==> config.mk <==
export PLATFORM = sky130hd
export DESIGN_NAME = input_frontend
export DESIGN_NICKNAME = d
export VERILOG_FILES = /design/src/rtl/frontend_pkg.sv /design/src/rtl/sync2.sv /design/src/rtl/input_frontend.sv
export SDC_FILE = /design/constraint.sdc
export NUM_CORES = 1
export LEC_CHECK = 0
export BUFFER_PORTS_ARGS = -buffer_cell sky130_fd_sc_hd__buf_4
export CAP_MARGIN = 20
export CELL_PAD_IN_SITES_DETAIL_PLACEMENT = 0
export CELL_PAD_IN_SITES_GLOBAL_PLACEMENT = 1
export CORE_ASPECT_RATIO = 0.5
export CORE_MARGIN = 5
export CORE_UTILIZATION = 45
export CTS_CLUSTER_SIZE = 8
export DETAILED_ROUTE_END_ITERATION = 16
export GPL_ROUTABILITY_DRIVEN = 0
export PLACE_DENSITY = 0.82
export SYNTH_ARGS = -nofsm -noshare
export SYNTH_HDL_FRONTEND = slang
export SYNTH_HIERARCHICAL = 1
export SYNTH_SLANG_ARGS = --single-unit
==> constraint.sdc <==
create_clock -name clk -period 2.8 [get_ports clk]
set_clock_uncertainty 0.15 [all_clocks]
set_input_delay 0.14 -clock clk [delete_from_list [all_inputs] [get_ports clk]]
set_output_delay 0.14 -clock clk [all_outputs]
set_load 0.01 [all_outputs]
==> src/rtl/frontend_pkg.sv <==
// Shared types and defaults for the picoMIPS input front end.
package frontend_pkg;

  // Default debounce window, in clk cycles.
  localparam int unsigned DefDebCycles = 50000;

  // Button debounce FSM states.
  typedef enum logic [1:0] {
    StIdle       = 2'd0,
    StDebPress   = 2'd1,
    StPressed    = 2'd2,
    StDebRelease = 2'd3
  } fe_state_t;

endpackage

==> src/rtl/sync2.sv <==
// Parameterised-width two-flop synchroniser with asynchronous active-low clear.
// ResetVal selects the cleared level so a synchronised active-low input can idle
// in its inactive state while reset is held.
module sync2 #(
  parameter int unsigned     Width    = 1,
  parameter logic [Width-1:0] ResetVal = '0
) (
  input  logic             clk,
  input  logic             nreset,
  input  logic [Width-1:0] d,
  output logic [Width-1:0] q
);

  logic [Width-1:0] meta_q;
  logic [Width-1:0] sync_q;

  // Two back-to-back flops give metastability a full cycle to resolve.
  always_ff @(posedge clk or negedge nreset) begin
    if (!nreset) begin
      meta_q <= ResetVal;
      sync_q <= ResetVal;
    end else begin
      meta_q <= d;
      sync_q <= meta_q;
    end
  end

  assign q = sync_q;

endmodule

==> src/rtl/input_frontend.sv <==
// Input conditioning for the picoMIPS CPU: synchronises and debounces the
// pushbutton and slide switches, producing readyin, x and a one-cycle press strobe.
// Optional feature macro: FRONTEND_SNAPSHOT_EN (x latches the switches on each
// accepted press instead of following them continuously).
module input_frontend
  import frontend_pkg::*;
#(
  parameter int unsigned n          = 8,
  parameter int unsigned DEB_CYCLES = DefDebCycles
) (
  input  logic         clk,
  input  logic         nreset,
  input  logic         key_n,
  input  logic [n-1:0] sw,
  output logic         readyin,
  output logic [n-1:0] x,
  output logic         press
);

  localparam int unsigned     CNT_W  = $clog2(DEB_CYCLES);
  localparam logic [CNT_W-1:0] CntMax = CNT_W'(DEB_CYCLES - 1);

  logic         key_n_sync;
  logic         key_s;
  logic [n-1:0] sw_sync;

  fe_state_t        state_q, state_d;
  logic [CNT_W-1:0] cnt_q, cnt_d;
  logic [CNT_W-1:0] cnt_inc;
  logic             readyin_q, readyin_d;
  logic             press_q, press_d;

  // Key flops clear to "released" so reset never looks like a press.
  sync2 #(
    .Width    (1),
    .ResetVal (1'b1)
  ) u_sync_key (
    .clk    (clk),
    .nreset (nreset),
    .d      (key_n),
    .q      (key_n_sync)
  );

  sync2 #(
    .Width    (n),
    .ResetVal ('0)
  ) u_sync_sw (
    .clk    (clk),
    .nreset (nreset),
    .d      (sw),
    .q      (sw_sync)
  );

  assign key_s   = ~key_n_sync;
  assign cnt_inc = (cnt_q == CntMax) ? cnt_q : cnt_q + CNT_W'(1);

  // Next-state and counter logic of the debounce FSM.
  always_comb begin
    state_d = state_q;
    cnt_d   = cnt_q;
    unique case (state_q)
      StIdle: begin
        if (key_s) begin
          state_d = StDebPress;
          cnt_d   = '0;
        end
      end
      StDebPress: begin
        if (!key_s) begin
          state_d = StIdle;
        end else if (cnt_q == CntMax) begin
          state_d = StPressed;
        end else begin
          cnt_d = cnt_inc;
        end
      end
      StPressed: begin
        if (!key_s) begin
          state_d = StDebRelease;
          cnt_d   = '0;
        end
      end
      StDebRelease: begin
        if (key_s) begin
          state_d = StPressed;
        end else if (cnt_q == CntMax) begin
          state_d = StIdle;
        end else begin
          cnt_d = cnt_inc;
        end
      end
      default: begin
        state_d = StIdle;
        cnt_d   = '0;
      end
    endcase
  end

  // Output decode from the current state; registered so outputs come from flops.
  // PRESSED is only reached with readyin still low on the way in from DEB_PRESS,
  // so that combination marks the first cycle of an accepted press.
  always_comb begin
    readyin_d = (state_q == StPressed) || (state_q == StDebRelease);
    press_d   = (state_q == StPressed) && !readyin_q;
  end

  // FSM, counter and output registers.
  always_ff @(posedge clk or negedge nreset) begin
    if (!nreset) begin
      state_q   <= StIdle;
      cnt_q     <= '0;
      readyin_q <= 1'b0;
      press_q   <= 1'b0;
    end else begin
      state_q   <= state_d;
      cnt_q     <= cnt_d;
      readyin_q <= readyin_d;
      press_q   <= press_d;
    end
  end

  assign readyin = readyin_q;
  assign press   = press_q;

`ifdef FRONTEND_SNAPSHOT_EN
  logic [n-1:0] x_q;

  // Capture the switches on the edge press rises; hold until the next press.
  always_ff @(posedge clk or negedge nreset) begin
    if (!nreset) begin
      x_q <= '0;
    end else if (press_d) begin
      x_q <= sw_sync;
    end
  end

  assign x = x_q;
`else
  assign x = sw_sync;
`endif

endmodule

==> impl_results.md <==
* Min-delay worst type: input port to asynchronous set/reset pin
* Ant diodes at 0
* Post-route minimum period at between 2000 and 3000 ps
* Reg2reg end: cnt_q[10]
* Sw frac at 23.2%
* Wire length of the first global-routing pass at 5510 um
* Netlist Area Pre-Place at 1600 um^2
* RSZ-0062 raised after global routing: false
* Setup tns final at 0 ps
* Syn-to-layout area delta at 24.6%
* Final design utilization at 58.1%
* Die width at 94.4 um
* Clock sinks at 38
* Detailed-route DRC error count at 0
* Final HPWL DP at 2120 um
* Pleak at 0.872 nW
* Via Count at between 1k and 1.5k
* Top_reg_cell synth: dfrtp_1
* Clock Tree Buf Depth at 2
* CTS tree: yes
* Type of origin of the critical path: flop
* Routed Antenna Nets at 0
* Syn Area/Cell at between 10 and 15 um^2
* Critical-path maximum fanout at 8
* Synth top area cells: dfrtp_1 56%, nand4_1 3.5%, dfstp_2 3.3%, nand2_1 3.3%, mux2i_1 3.1%
* DR pass1 iterations at 4
* Max-slew headroom at 51.5%
* Period utilisation layout at approximately nine tenths
* I/O Pins at 21
* Core Area at 3430 um^2
* Clock-pin slew on the worst setup and hold paths at about 80 ps
* Root Driver: clkbuf_8
* Final Hold Vio Count at 0
* RR Startpoint: cnt_q[10]
* Number of buffers added on ports at 20
* Initial antenna violation count at 0
* Syn_nets at 142
* Commonest cells after routing, fill and taps aside: 36 x dfrtp_1, 20 x buf_4, 14 x nand2_1, 10 x dlygate4sd3_1, 9 x nand4_1
* Worst Slack Setup Final at 279 ps
* Slew Viols, Final at 0
* Die span in y at 52.2 um
* Reg2Reg Depth at 4
* Peak VDD IR at about 0.36 mV
* Gr ovfl total at 0
* Max Fclk at 397 MHz
* Critical Path RT at 2820 ps
* Vias per inst at 5.37
* NetSw at 0.243 mW
* Row Count at 15
* CTS Buf Count at 5
* Clock power frac at 37.4%
* Post-synthesis cell count at 130
* Max Cap Viol at 0
* Final wirelength at 3200 um
* Wire per inst at 14.7 um
* Commonest non-fill, non-tap cell in the layout: dfrtp_1
* Flop-to-flop setup slack at 280 ps
* Top-area cell type share of the netlist area at 56.3%
* CP startpoint: cnt_q[10]
* Comb pwr share at 7.0%
* YS warnings at 6
* Largest net degree at the start of global routing at 39
* Setup WS pre-CTS at 342 ps
* Vias in the first global route at ~1.1k
* Post-synthesis sequential area ratio at 59.5%
* Setup crit end kind: flop
* Initial Util at 46.6%
* EDFF count, synth at 0
* Worst-Margin Slew at between 700 and 800 ps
* Final setup viols at 0
* GRT Total Usage at 15.1%
* Nets at 177
* Worst-Skew Late Latency at 290 ps
* Sequential share of power at 55.6%
* Outcome: finished, final reports clean
* FFs w/ async S/R, synth at 100%
* Initial DRC count at between 90 and 100
* Fraction of layout cells with a size suffix above 1 at 22.9%
* Yosys cell types at between 40 and 50
* Post-synth top area cell: dfrtp_1
* Cell Pwr Density at 524 nW/um^2
* Area of the die at 4920 um^2
* Critical path data arrival time at between 2000 and 3000 ps
* Critical path class: flop to flop
* Int Power at 0.802 mW
* H-tree Lvls at 2
* FF+latch count, synth at 38
## critical path, cell delays in order, from the launching register on
cell     delay (ps)
dfrtp_1         450
or4b_4          570
nor4_2          630
nor3_1          260
a221o_1         350
## metrics by stage
stage / cell area [um^2] / cells / hold slack, ps / power [mW]
CTS: 2000 / 217 / 201 / 1.05
detailed placement: 1800 / 199 / -17.6 / 0.654
global placement: 1800 / 199 / -21.8 / 0.653
floorplan: 1600 / 130 / -306 / 0.615
global route: 2000 / 217 / 207 / 1.10
finish: 2000 / 217 / 201 / 1.04
## power groups by stage
stage	Clock (mW)	Sequential (mW)	Combinational [mW]
after detailed placement	0	0.591	0.0627
final	0.391	0.581	0.0736
after CTS	0.399	0.581	0.0744
after global placement	0	0.590	0.0631
after global routing	0.437	0.583	0.0828
after floorplan	0	0.592	0.0229
## worst max path at each step
stage	endpoint	slack [ps]	cells past startpoint
after floorplan	cnt_q[7]	500	5
after global placement	cnt_q[10]	410	4
after detailed placement	cnt_q[8]	340	4
after CTS	cnt_q[8]	320	4
after global routing	cnt_q[8]	170	4
final	cnt_q[10]	280	4
## synthesized netlist by cell type, types with 3 or more instances
master,n
and4_1,3
a221o_1,4
nor3_1,4
inv_1,4
nand2b_1,4
mux2i_1,5
nand2_1,14
a21oi_1,3
nand4_1,9
nor2_1,3
dfrtp_1,36
## timing repair
action	4_1_cts	5_1_grt
hold buffers	10	0
hold endpoints to repair	45	0
resized for setup	0	0
setup buffers	0	0
## logic make-up after synthesis
group                      synth area share, %
AOI/OAI and AO/OA                         10.5
DFF                                       59.5
xor gates and xnor gates                  1.64
muxes                                     3.13
buffers and inverters                     2.11
adders and majority gates                0.781
and+or+nand+nor                           22.3
## per-layer routing
| metal | part of all wire [%] | GRT usage (%) |
|---|---|---|
| met2 | 45 | 22.4 |
| met3 | 8.2 | 5.74 |
| met4 | 0 | 5.04 |
| met1 | 47 | 20.3 |
| met5 | 0 | 0 |
## layout make-up
| type | count | area (um^2) |
|---|---|---|
| clock buffers | 6 | 82.6 |
| clock inverters | 2 | 12.5 |
| fillers | 274 | 1440 |
| inverters | 5 | 18.8 |
| multi-input cells | 85 | 614 |
| flip-flops and latches | 38 | 953 |
| well taps | 51 | 63.8 |
| repair buffers | 30 | 250 |
## state kept, by name (all words and copies together) (netlist names), named ones only
signal / flops
press: 1
readyin: 1
u_sync_sw/q: 8
u_sync_sw/meta_q: 8
state_q: 1
u_sync_key/q: 1
cnt_q: 16
u_sync_key/meta_q: 1
Power figures use the tool's default switching activity.
